[config.mk]
export PLATFORM = sky130hd
export DESIGN_NAME = instr_sequencer_flat
export DESIGN_NICKNAME = d
export VERILOG_FILES = /design/src/rtl/instr_if.sv /design/src/rtl/instr_sequencer.sv /design/src/flat_wrapper.sv
export SDC_FILE = /design/constraint.sdc
export NUM_CORES = 1
export LEC_CHECK = 0
export ABC_AREA = 1
export CAP_MARGIN = 10
export CORE_MARGIN = 2
export CORE_UTILIZATION = 57
export CTS_CLUSTER_SIZE = 28
export DETAILED_ROUTE_END_ITERATION = 16
export DONT_BUFFER_PORTS = 1
export GPL_ROUTABILITY_DRIVEN = 0
export GPL_TIMING_DRIVEN = 0
export PLACE_DENSITY = 0.75
export REMOVE_ABC_BUFFERS = 1
export SYNTH_ARGS = -nofsm -noshare
export SYNTH_HDL_FRONTEND = slang
export SYNTH_SLANG_ARGS = --single-unit
[constraint.sdc]
create_clock -name clk -period 2.25 [get_ports clk]
set_input_delay 0.225 -clock clk [delete_from_list [all_inputs] [get_ports clk]]
set_output_delay 0.225 -clock clk [all_outputs]
set_load 0.01 [all_outputs]
[src/rtl/instr_if.sv]
// Instruction issue channel: one 8-bit {op,x,y,z} word per valid/ready transfer.
//   instr        word on offer, held stable while instr_valid is high
//   instr_valid  producer has a word awaiting transfer
//   instr_ready  consumer accepts; transfer on posedge with valid && ready
interface instr_if;
   logic [7:0] instr;
   logic       instr_valid;
   logic       instr_ready;

   modport master (output instr, output instr_valid, input instr_ready);
   modport slave  (input instr, input instr_valid, output instr_ready);
endinterface

[src/rtl/instr_sequencer.sv]
// instr_sequencer: program-driven instruction source for the mini-ALU datapath.
// Holds a small instruction ROM and issues its words over a valid/ready channel,
// one word per debounced step press, or continuously at a divided rate while run is held.
//
// Ports:
//   clk       system clock
//   rst_n     asynchronous active-low reset (async assert, 2-FF synchronised deassert)
//   btn_step  raw step button, asynchronous, active-high
//   btn_run   raw run button, asynchronous, active-high level
//   bus       instr_if master: instr[7:0], instr_valid out, instr_ready in
//   pc        address of the next word to issue
//   halted    program finished; no further issue until reset
//
// Parameters:
//   PROG_DEPTH       ROM entries (power of 2, >= 2); pc width = $clog2(PROG_DEPTH)
//   PROG_LEN         words executed, 1..PROG_DEPTH
//   PROG_IMAGE       ROM contents, word i at bits [8*i +: 8]
//   DEBOUNCE_CYCLES  consecutive stable samples before a button change is accepted
//   RUN_DIV          cycles between issues in run mode
//
// Build option:
//   LOOP_EN  when defined, the program restarts at pc 0 after its last word and never halts.
module instr_sequencer #(
   parameter int unsigned                PROG_DEPTH      = 16,
   parameter int unsigned                PROG_LEN        = 16,
   parameter logic [PROG_DEPTH*8-1:0]    PROG_IMAGE      = '0,
   parameter int unsigned                DEBOUNCE_CYCLES = 120000,
   parameter int unsigned                RUN_DIV         = 1200000
) (
   input  logic                          clk,
   input  logic                          rst_n,
   input  logic                          btn_step,
   input  logic                          btn_run,
   instr_if.master                       bus,
   output logic [$clog2(PROG_DEPTH)-1:0] pc,
   output logic                          halted
);

   localparam int unsigned PCW = $clog2(PROG_DEPTH);
   localparam int unsigned DBW = $clog2(DEBOUNCE_CYCLES + 1);
   localparam int unsigned DVW = $clog2(RUN_DIV + 1);

   typedef enum logic [1:0] {IDLE, FETCH, ISSUE, HALT} state_t;

   state_t         state;
   logic [1:0]     rst_sync;
   logic           rst_int_n;
   logic [1:0]     btn_raw;
   logic [1:0]     btn_meta;
   logic [1:0]     btn_sync;
   logic [1:0]     btn_deb;
   logic [DBW-1:0] db_cnt [2];
   logic           step_deb_q;
   logic           step_event;
   logic           run_lvl;
   logic           run_tick;
   logic [DVW-1:0] div_cnt;
   logic [7:0]     rom_q;
   logic [7:0]     instr_q;
   logic           valid_q;
   logic [PCW:0]   pc_inc;
   logic           last_word;

   // Reset: asserts immediately, releases two clocks after rst_n rises
   always_ff @(posedge clk or negedge rst_n) begin
      if (!rst_n) rst_sync <= '0;
      else        rst_sync <= {rst_sync[0], 1'b1};
   end
   assign rst_int_n = rst_sync[1];

   // Button synchronisers; bit 0 = step, bit 1 = run
   assign btn_raw = {btn_run, btn_step};
   always_ff @(posedge clk or negedge rst_int_n) begin
      if (!rst_int_n) begin
         btn_meta <= '0;
         btn_sync <= '0;
      end else begin
         btn_meta <= btn_raw;
         btn_sync <= btn_meta;
      end
   end

   // Debouncers: accept a new level only after DEBOUNCE_CYCLES consecutive differing samples
   always_ff @(posedge clk or negedge rst_int_n) begin
      if (!rst_int_n) begin
         btn_deb <= '0;
         for (int i = 0; i < 2; i++) db_cnt[i] <= '0;
      end else begin
         for (int i = 0; i < 2; i++) begin
            if (btn_sync[i] == btn_deb[i]) begin
               db_cnt[i] <= '0;
            end else if (db_cnt[i] == DBW'(DEBOUNCE_CYCLES - 1)) begin
               btn_deb[i] <= btn_sync[i];
               db_cnt[i]  <= '0;
            end else begin
               db_cnt[i] <= db_cnt[i] + DBW'(1);
            end
         end
      end
   end

   // Step event: one-cycle pulse on the debounced rising edge
   always_ff @(posedge clk or negedge rst_int_n) begin
      if (!rst_int_n) step_deb_q <= 1'b0;
      else            step_deb_q <= btn_deb[0];
   end
   assign step_event = btn_deb[0] & ~step_deb_q;
   assign run_lvl    = btn_deb[1];

   // Run divider only advances while waiting in IDLE, so backpressure stalls it
   assign run_tick = run_lvl && (state == IDLE) && (div_cnt == DVW'(RUN_DIV - 1));
   always_ff @(posedge clk or negedge rst_int_n) begin
      if (!rst_int_n)          div_cnt <= '0;
      else if (!run_lvl)       div_cnt <= '0;
      else if (run_tick)       div_cnt <= '0;
      else if (state == IDLE)  div_cnt <= div_cnt + DVW'(1);
   end

   // Synchronous ROM read addressed by pc
   always_ff @(posedge clk or negedge rst_int_n) begin
      if (!rst_int_n) rom_q <= '0;
      else            rom_q <= PROG_IMAGE[{pc, 3'b000} +: 8];
   end

   // One extra bit so PROG_LEN == PROG_DEPTH is detected before pc wraps
   assign pc_inc    = {1'b0, pc} + (PCW+1)'(1);
   assign last_word = (pc_inc == (PCW+1)'(PROG_LEN));

   // Issue FSM with registered outputs
   always_ff @(posedge clk or negedge rst_int_n) begin
      if (!rst_int_n) begin
         state   <= IDLE;
         instr_q <= '0;
         valid_q <= 1'b0;
         pc      <= '0;
         halted  <= 1'b0;
      end else begin
         case (state)
            IDLE: begin
               if (step_event || run_tick) state <= FETCH;
            end
            FETCH: begin
               instr_q <= rom_q;
               valid_q <= 1'b1;
               state   <= ISSUE;
            end
            ISSUE: begin
               if (bus.instr_ready) begin
                  valid_q <= 1'b0;
                  if (last_word) begin
`ifdef LOOP_EN
                     pc     <= '0;
                     state  <= IDLE;
`else
                     pc     <= pc_inc[PCW-1:0];
                     halted <= 1'b1;
                     state  <= HALT;
`endif
                  end else begin
                     pc    <= pc_inc[PCW-1:0];
                     state <= IDLE;
                  end
               end
            end
            HALT: begin
               valid_q <= 1'b0;
            end
            default: state <= IDLE;
         endcase
      end
   end

   assign bus.instr       = instr_q;
   assign bus.instr_valid = valid_q;

endmodule

[src/flat_wrapper.sv]
// flat-port wrapper written by rule: the top's interface ports become plain ports
module instr_sequencer_flat 
#(
   parameter int unsigned                PROG_DEPTH      = 16,
   parameter int unsigned                PROG_LEN        = 16,
   parameter logic [PROG_DEPTH*8-1:0]    PROG_IMAGE      = '0,
   parameter int unsigned                DEBOUNCE_CYCLES = 120000,
   parameter int unsigned                RUN_DIV         = 1200000
)
  (clk, rst_n, btn_step, btn_run, pc, halted, bus_instr, bus_instr_valid, bus_instr_ready);
  instr_if bus_i ();
  input  logic clk;
  input  logic rst_n;
  input  logic btn_step;
  input  logic btn_run;
  output logic [$clog2(PROG_DEPTH)-1:0] pc;
  output logic halted;
  output wire logic [$bits(bus_i.instr)-1:0] bus_instr;
  output wire logic [$bits(bus_i.instr_valid)-1:0] bus_instr_valid;
  input wire logic [$bits(bus_i.instr_ready)-1:0] bus_instr_ready;
  assign bus_instr = bus_i.instr;
  assign bus_instr_valid = bus_i.instr_valid;
  assign bus_i.instr_ready = bus_instr_ready;
  instr_sequencer #(.PROG_DEPTH(PROG_DEPTH), .PROG_LEN(PROG_LEN), .PROG_IMAGE(PROG_IMAGE), .DEBOUNCE_CYCLES(DEBOUNCE_CYCLES), .RUN_DIV(RUN_DIV)) u_core (.clk(clk), .rst_n(rst_n), .btn_step(btn_step), .btn_run(btn_run), .bus(bus_i), .pc(pc), .halted(halted));
endmodule
==> results.txt, run 1 <==
----------------------------------------------------
[Synth]
  Area share of the leading cell type in the synthesized netlist ... 44.8%
  Most used standard cell by instance count after synthesis ... sky130_fd_sc_hd__nand2_1
  Number of cells produced by synthesis ... 505
  Combinational family with the most area after synthesis ... simple AND/OR/NAND/NOR gates
  Ys Warns ... 0
  Post-synthesis simple-gate area fraction ... 34.1%
  Count of flip-flops with a built-in enable after synthesis ... 0
  Share of synthesized registers carrying an async set or reset ... 100%
  Top flip-flop cell by instance count after synthesis ... sky130_fd_sc_hd__dfrtp_1
  Sequential-to-total area share from yosys stat ... 44.8%
  Fraction of synthesized cell area in xor and xnor cells ... 5.22%
  Seq cells post-synth ... 72
  Syn Area/Cell ... 7.97 um2
  Mux contribution to synthesized area ... 0.280%
  Unique cell type count in the Yosys netlist ... 34
  Netlist area before placement ... 0.00403 mm2
  Compound-Gate Fraction of Synth Area ... 4.54%
  Top cells by count, synth ... sky130_fd_sc_hd__nand2_1, sky130_fd_sc_hd__nor2_1, sky130_fd_sc_hd__dfrtp_1, sky130_fd_sc_hd__inv_1, sky130_fd_sc_hd__nand3_1
  Leading cell types by total area after synthesis ... sky130_fd_sc_hd__dfrtp_1, sky130_fd_sc_hd__nand2_1, sky130_fd_sc_hd__nor2_1
  Share of synthesized cell area in full adder, half adder and majority cells ... 2.80%
  Area leader, netlist ... sky130_fd_sc_hd__dfrtp_1

[CTS]
  Clock tree buffer depth ... 2
  Clock tree from TritonCTS ... done
  Post-CTS resize count ... 0
  Clock Pin Slew Worst Setup and Hold Paths ... 70 ps
  H-tree depth ... 3
  Clk Latency, worst-skew pair ... 340 ps
  Hold_buf cts ... 3
  Cell at the root of the clock tree ... sky130_fd_sc_hd__clkbuf_8
  TritonCTS Sinks ... 72
  Post-CTS Setup Inserts ... 0
  Clock buffers created by TritonCTS ... 9

[Floorplanning]
  Effective utilization at floorplan ... 58.9%
  Site Rows ... 30
  Core Box Area ... 0.00683 mm2
  Die boundary height ... 88.0 um
  Ports ... 19
  Die ar. ... 0.00775 mm2
  Width of the die ... 88.0 um

[Timing]
  Sum of negative setup slack ... 0 ps
  Number of endpoints with negative hold slack in the final report ... 0
  Worst-case clock skew ... 11.2 ps
  Max-slew headroom ... 41.7%
  Time the final worst path needs with I/O delays and setup ... 1890 ps
  Number of max-slew violations in the final report ... 0
  Final number of setup-violating endpoints ... 0
  Least-Margin Pin Slew ... 875 ps
  Ratio of final minimum period to clock period ... 84.0%
  Unrepaired setup endpoints after global routing ... false
  Fmax ... 529 MHz

[Finish]
  Final std cell area, no fill ... 0.00430 mm2
  Layout area overhead ... 6.84%
  Fill cell instance count of the final layout ... 608
  Final core utilization ... 62.9%
  Number of nets in the layout ... 527
  Count of antenna diodes in the layout ... 0
  Fraction of final layout cells with drive strength greater than 1 ... 9.65%
  Final cell count without fillers ... 614

[Setup path]
  Gate family responsible for the most delay along the worst path ... simple AND/OR/NAND/NOR gates
  Buffering stage count on the worst path with inverters included ... 2
  Critical path fanouts, max ... 18
  Data required time at the worst endpoint ... 2500 ps
  Critical Path AT ... 2140 ps
  Type of the setup path with the least slack ... reg2reg
  Slowest stage cell, crit path ... sky130_fd_sc_hd__nor2_2
  Startpoint types ... register
  Crit-path cells ... inv_1, ha_1, nor2_2, inv_1, o22ai_1
  Capturing element type of the critical path ... register
  Cell mode on critical path ... sky130_fd_sc_hd__inv_1
  Worst stage delay on the critical path ... 580 ps

[Power and ir drop]
  Leakage power summed over all cells ... 1.91 nW
  Peak supply drop ... 502 uV
  Total power per unit cell area ... 641 mW/mm2

[GRT]
  Wire length of the first global-routing pass ... 13200 um
  Via count of the first global-routing pass ... 2961
  Global router's overall resource usage ... 21.8%
  Total grt overflow ... 0
  Number of antenna violations at the first check in global routing ... 0
  Pin count of the biggest net entering global routing ... 71

[Min path]
  Worst Hold Class ... in2async

[Route]
  Routed wire length ... 7460 um
  Detailed-routing iteration count for the pre-antenna-repair pass ... 4
  Final routed DRC violation total ... 0
  Antenna violation net count after detailed routing ... 0
  Violation count after the first detailed-routing iteration ... 131
  Post-DR wirelength/cell ... 12.2 um
  Via total after detailed routing ... 3149
  Routed vias/inst ... 5.13

[Place]
  Placed Instance Area ... 0.00407 mm2
  Inst Count DP ... 595
  Final HPWL DP ... 5470 um
  Port Buf Inserts ... 0

[Run status]
  Result of the run ... completed

[Job]
  Max capacitance violation total ... 0

----------------------------------------------------
## cell families after synthesis
| group | count (synthesis) |
|---|---|
| and+or+nand+nor | 291 |
| buffers and inverters | 73 |
| DFF | 72 |
| AOI/OAI and AO/OA | 33 |
| xor gates and xnor gates | 24 |
| adders and majority gates | 9 |
| other | 2 |
| muxes | 1 |
## state kept, by name, indices dropped and copies added (netlist names)
| register | flops |
|---|---|
| u_core.btn_deb | 2 |
| u_core.btn_meta | 2 |
| u_core.btn_sync | 2 |
| u_core.bus.instr_valid | 1 |
| u_core.db_cnt | 34 |
| u_core.div_cnt | 21 |
| u_core.halted | 1 |
| u_core.pc | 4 |
| u_core.rst_sync | 2 |
| u_core.state | 2 |
| u_core.step_deb_q | 1 |
## where the power goes
group	switching (W)	internal (W)	total, W
combinational	0.000160	0.000111	0.000271
clock	0.000479	0.000541	0.00102
sequential	0.000108	0.00136	0.00146
total	0.000746	0.00201	0.00275
## metal layers
metal / up-vias / global-route usage [%] / part of all wire (%)
met2: 54 / 36.5 / 50
met3: 8 / 4.05 / 2.9
met5: - / 0 / 0
met4: 0 / 6.61 / 1.1
met1: 1484 / 29.2 / 46
li1: 1603 / - / -
## stage by stage
stage	setup WS [ps]	total power (W)	hold slack, ps
floorplan	96.5	0.00168	-70.6
CTS	345	0.00278	97.2
global route	155	0.00290	110
finish	359	0.00275	117
detailed placement	375	0.00175	-70.5
global placement	-668	0.00173	-70.5
## layout by cell type (no fill, tap or decap), types with 5 or more instances in the layout
cell	instances
sky130_fd_sc_hd__a21oi_1	11
sky130_fd_sc_hd__clkbuf_8	10
sky130_fd_sc_hd__conb_1	9
sky130_fd_sc_hd__dfrtp_1	71
sky130_fd_sc_hd__ha_1	9
sky130_fd_sc_hd__inv_1	57
sky130_fd_sc_hd__nand2_1	119
sky130_fd_sc_hd__nand2_2	8
sky130_fd_sc_hd__nand3_1	36
sky130_fd_sc_hd__nand4_1	9
sky130_fd_sc_hd__nor2_1	78
sky130_fd_sc_hd__nor2_4	5
sky130_fd_sc_hd__nor3_1	13
sky130_fd_sc_hd__o21ai_0	12
sky130_fd_sc_hd__xnor2_1	5
sky130_fd_sc_hd__xor2_1	19
## worst paths after layout
check / to / slack, ps / cells after the start / start
worst max register to register: u_core.div_cnt[3] / 360 / 5 / u_core.state[1]
min in group clk: u_core.pc[0] / 130 / 2 / bus_instr_ready
max in group asynchronous: u_core.db_cnt[22] / 1230 / 0 / u_core.rst_sync[1]
worst min register to register: u_core.btn_sync[0] / 370 / 0 / u_core.btn_meta[0]
worst max-delay path: u_core.div_cnt[3] / 360 / 5 / u_core.state[1]
worst min-delay path: u_core.rst_sync[1] / 120 / 1 / rst_n
## cell type report
type	instances	area, um2	area share [%]
clock inverter	5	56.3	1.31
timing repair buffer	3	30.0	0.698
inverter	60	225	5.24
tap	96	120	2.79
multi-input combinational	367	1920	44.7
clock buffer	11	141	3.29
sequential	72	1810	42.0
No activity file was read; power rests on OpenSTA's default activity.
==> run 2: changes to the inputs <==
CORE_UTILIZATION = 64   (was 57)
PLACE_DENSITY = 0.8   (was 0.75)
clock period = 1.75 ns   (was 2.25 ns; I/O delays follow)
==> results.txt, run 2 (synthesized netlist as in run 1, its figures left out) <==
----------------------------------------------------
[Route]
  Final routed DRC violation total ... 0 (unchanged)
  Post-DR wirelength/cell ... 12.6 um (was 12.2 um)
  Antenna violation net count after detailed routing ... 0 (unchanged)
  Detailed-routing iteration count for the pre-antenna-repair pass ... 4 (unchanged)
  Violation count after the first detailed-routing iteration ... 196 (was 131)
  Routed vias/inst ... 5.29 (was 5.13)
  Routed wire length ... 7460 um (about the same)
  Via total after detailed routing ... 3140 (was 3149)

[CTS]
  Clock tree buffer depth ... 2 (unchanged)
  H-tree depth ... 3 (unchanged)
  Clk Latency, worst-skew pair ... 340 ps (about the same)
  Clock tree from TritonCTS ... done (unchanged)
  TritonCTS Sinks ... 72 (unchanged)
  Cell at the root of the clock tree ... sky130_fd_sc_hd__clkbuf_8 (unchanged)
  Clock buffers created by TritonCTS ... 9 (unchanged)
  Clock Pin Slew Worst Setup and Hold Paths ... 80 ps (was 70 ps)

[GRT]
  Wire length of the first global-routing pass ... 13600 um (was 13200 um)
  Global router's overall resource usage ... 23.9% (was 21.8%)
  Total grt overflow ... 0 (unchanged)
  Number of antenna violations at the first check in global routing ... 0 (unchanged)
  Via count of the first global-routing pass ... 3055 (was 2961)
  Pin count of the biggest net entering global routing ... 71 (unchanged)

[Timing]
  Least-Margin Pin Slew ... 864 ps (was 875 ps)
  Number of max-slew violations in the final report ... 0 (unchanged)
  Worst hold slack ... 54.3 ps (was 117 ps)
  Final number of setup-violating endpoints ... 0 (unchanged)
  Final worst slack ... 135 ps (was 359 ps)
  Ratio of final minimum period to clock period ... 92.3% (was 84.0%)
  Unrepaired setup endpoints after global routing ... true (was false)
  Time the final worst path needs with I/O delays and setup ... 1620 ps (was 1890 ps)
  Sum of negative setup slack ... 0 ps (unchanged)
  Max-slew headroom ... 42.4% (was 41.7%)
  Number of endpoints with negative hold slack in the final report ... 0 (unchanged)
  Worst-case clock skew ... 8.14 ps (was 11.2 ps)
  Fmax ... 619 MHz (was 529 MHz)

[Place]
  Port Buf Inserts ... 0 (unchanged)
  Placement Setup Slack ... -96.1 ps (was 375 ps)
  Final HPWL DP ... 5350 um (was 5470 um)

[Setup path]
  Critical path fanouts, max ... 11 (was 18)
  Startpoint types ... register (unchanged)
  Critical Path AT ... 1850 ps (was 2140 ps)
  Capturing element type of the critical path ... register (unchanged)
  Type of the setup path with the least slack ... reg2reg (unchanged)
  Data required time at the worst endpoint ... 1990 ps (was 2500 ps)

[Finish]
  Final core utilization ... 72.1% (was 62.9%)
  Count of antenna diodes in the layout ... 0 (unchanged)
  Flip-flop count of the largest register, all copies and words added ... 34 (unchanged)
  Number of nets in the layout ... 528 (was 527)
  Layout area overhead ... 7.34% (was 6.84%)
  Largest registers ... u_core.db_cnt x34, u_core.div_cnt x21, u_core.pc x4 (unchanged)
  Register bank with the most flops ... u_core.db_cnt (unchanged)
  Most common library cell in the layout ignoring fill and taps ... sky130_fd_sc_hd__nand2_1 (unchanged)
  Fraction of final layout cells with drive strength greater than 1 ... 11.2% (was 9.65%)
  Most frequent cells in the layout ... sky130_fd_sc_hd__nand2_1, sky130_fd_sc_hd__nor2_1, sky130_fd_sc_hd__dfrtp_1, sky130_fd_sc_hd__inv_1, sky130_fd_sc_hd__nand3_1 (unchanged)

[Floorplanning]
  Effective utilization at floorplan ... 67.2% (was 58.9%)
  Site Rows ... 28 (was 30)
  Core Box Area ... 0.00599 mm2 (was 0.00683 mm2)
  Width of the die ... 83.3 um (was 88.0 um)
  Die boundary height ... 83.3 um (was 88.0 um)
  Die ar. ... 0.00694 mm2 (was 0.00775 mm2)
  Ports ... 19 (unchanged)

[Power and ir drop]
  Leakage power summed over all cells ... 1.93 nW (was 1.91 nW)
  Total power per unit cell area ... 823 mW/mm2 (was 641 mW/mm2)
  Peak supply drop ... 887 uV (was 502 uV)
  Total chip power ... 0.00356 W (was 0.00275 W)

[Min path]
  Worst Hold Class ... in2async (unchanged)

[Run status]
  Result of the run ... completed (unchanged)

[Job]
  Max capacitance violation total ... 0 (unchanged)

----------------------------------------------------
## run 2: changes by cell type in the layout (fill, tap and decap cells not counted), sizes merged
cell,delta
clkbuf,-2
buf,+1
clkinv,+2
inv,+1
clkinvlp,-1
## run 2: report_power, final
part	switching (W)	internal, W
clock network	0.000636	0.000660
logic	0.000204	0.000165
registers	0.000147	0.00175
total	0.000986	0.00257
## run 2: path summary, 6_finish.rpt
kind / from / depth (start not counted) / slack [ps] / to
min in group clk: bus_instr_ready / 2 / 80 / u_core.pc[0]
max in group asynchronous: u_core.rst_sync[1] / 0 / 690 / u_core.state[0]
worst min-delay path: rst_n / 1 / 50 / u_core.rst_sync[1]
worst max-delay path: u_core.state[1] / 10 / 130 / u_core.div_cnt[10]
worst max register to register: u_core.state[1] / 10 / 130 / u_core.div_cnt[10]
worst min register to register: u_core.btn_meta[1] / 0 / 350 / u_core.btn_sync[1]
## run 2: what timing repair did
| item | CTS | global route |
|---|---|---|
| hold endpoints to repair | 4 | 0 |
| resized for setup | 2 | 7 |
| setup endpoints to repair | 14 | 34 |
| setup buffers | 1 | 0 |
| pin swaps | 1 | 0 |
| hold buffers | 3 | 0 |
## run 2: area by class of cell
class,count,area (um2)
fill,452,1670
clock buffer,9,124
sequential,72,1810
multi-input combinational,367,1950
inverter,60,225
tap,75,93.8
timing repair buffer,4,50.0
clock inverter,7,71.3
## run 2: metal layers
| metal | global-route usage, % | vias up | part of all wire (%) |
|---|---|---|---|
| met5 | 0 | - | 0 |
| met4 | 8.20 | 0 | 1.2 |
| met3 | 4.37 | 8 | 3.6 |
| met2 | 37.2 | 57 | 48 |
| met1 | 33.9 | 1475 | 47 |
| li1 | - | 1600 | - |
## run 2: stage by stage
step                cells  area (um2)
global route          594        4320
detailed placement    574        4050
floorplan             499        3950
global placement      574        4040
CTS                   594        4300
finish                594        4320
## run 2: worst max-delay path, cell delays in order (launching register included)
cell and delay, ps:
sky130_fd_sc_hd__dfrtp_1 450, sky130_fd_sc_hd__inv_2 110, sky130_fd_sc_hd__ha_4 180, sky130_fd_sc_hd__nand4_1 140
sky130_fd_sc_hd__nor2_2 130, sky130_fd_sc_hd__nand3_2 130, sky130_fd_sc_hd__nand2_4 120, sky130_fd_sc_hd__buf_12 130
sky130_fd_sc_hd__nor2_1 40, sky130_fd_sc_hd__nand2_1 50, sky130_fd_sc_hd__nand2_1 50
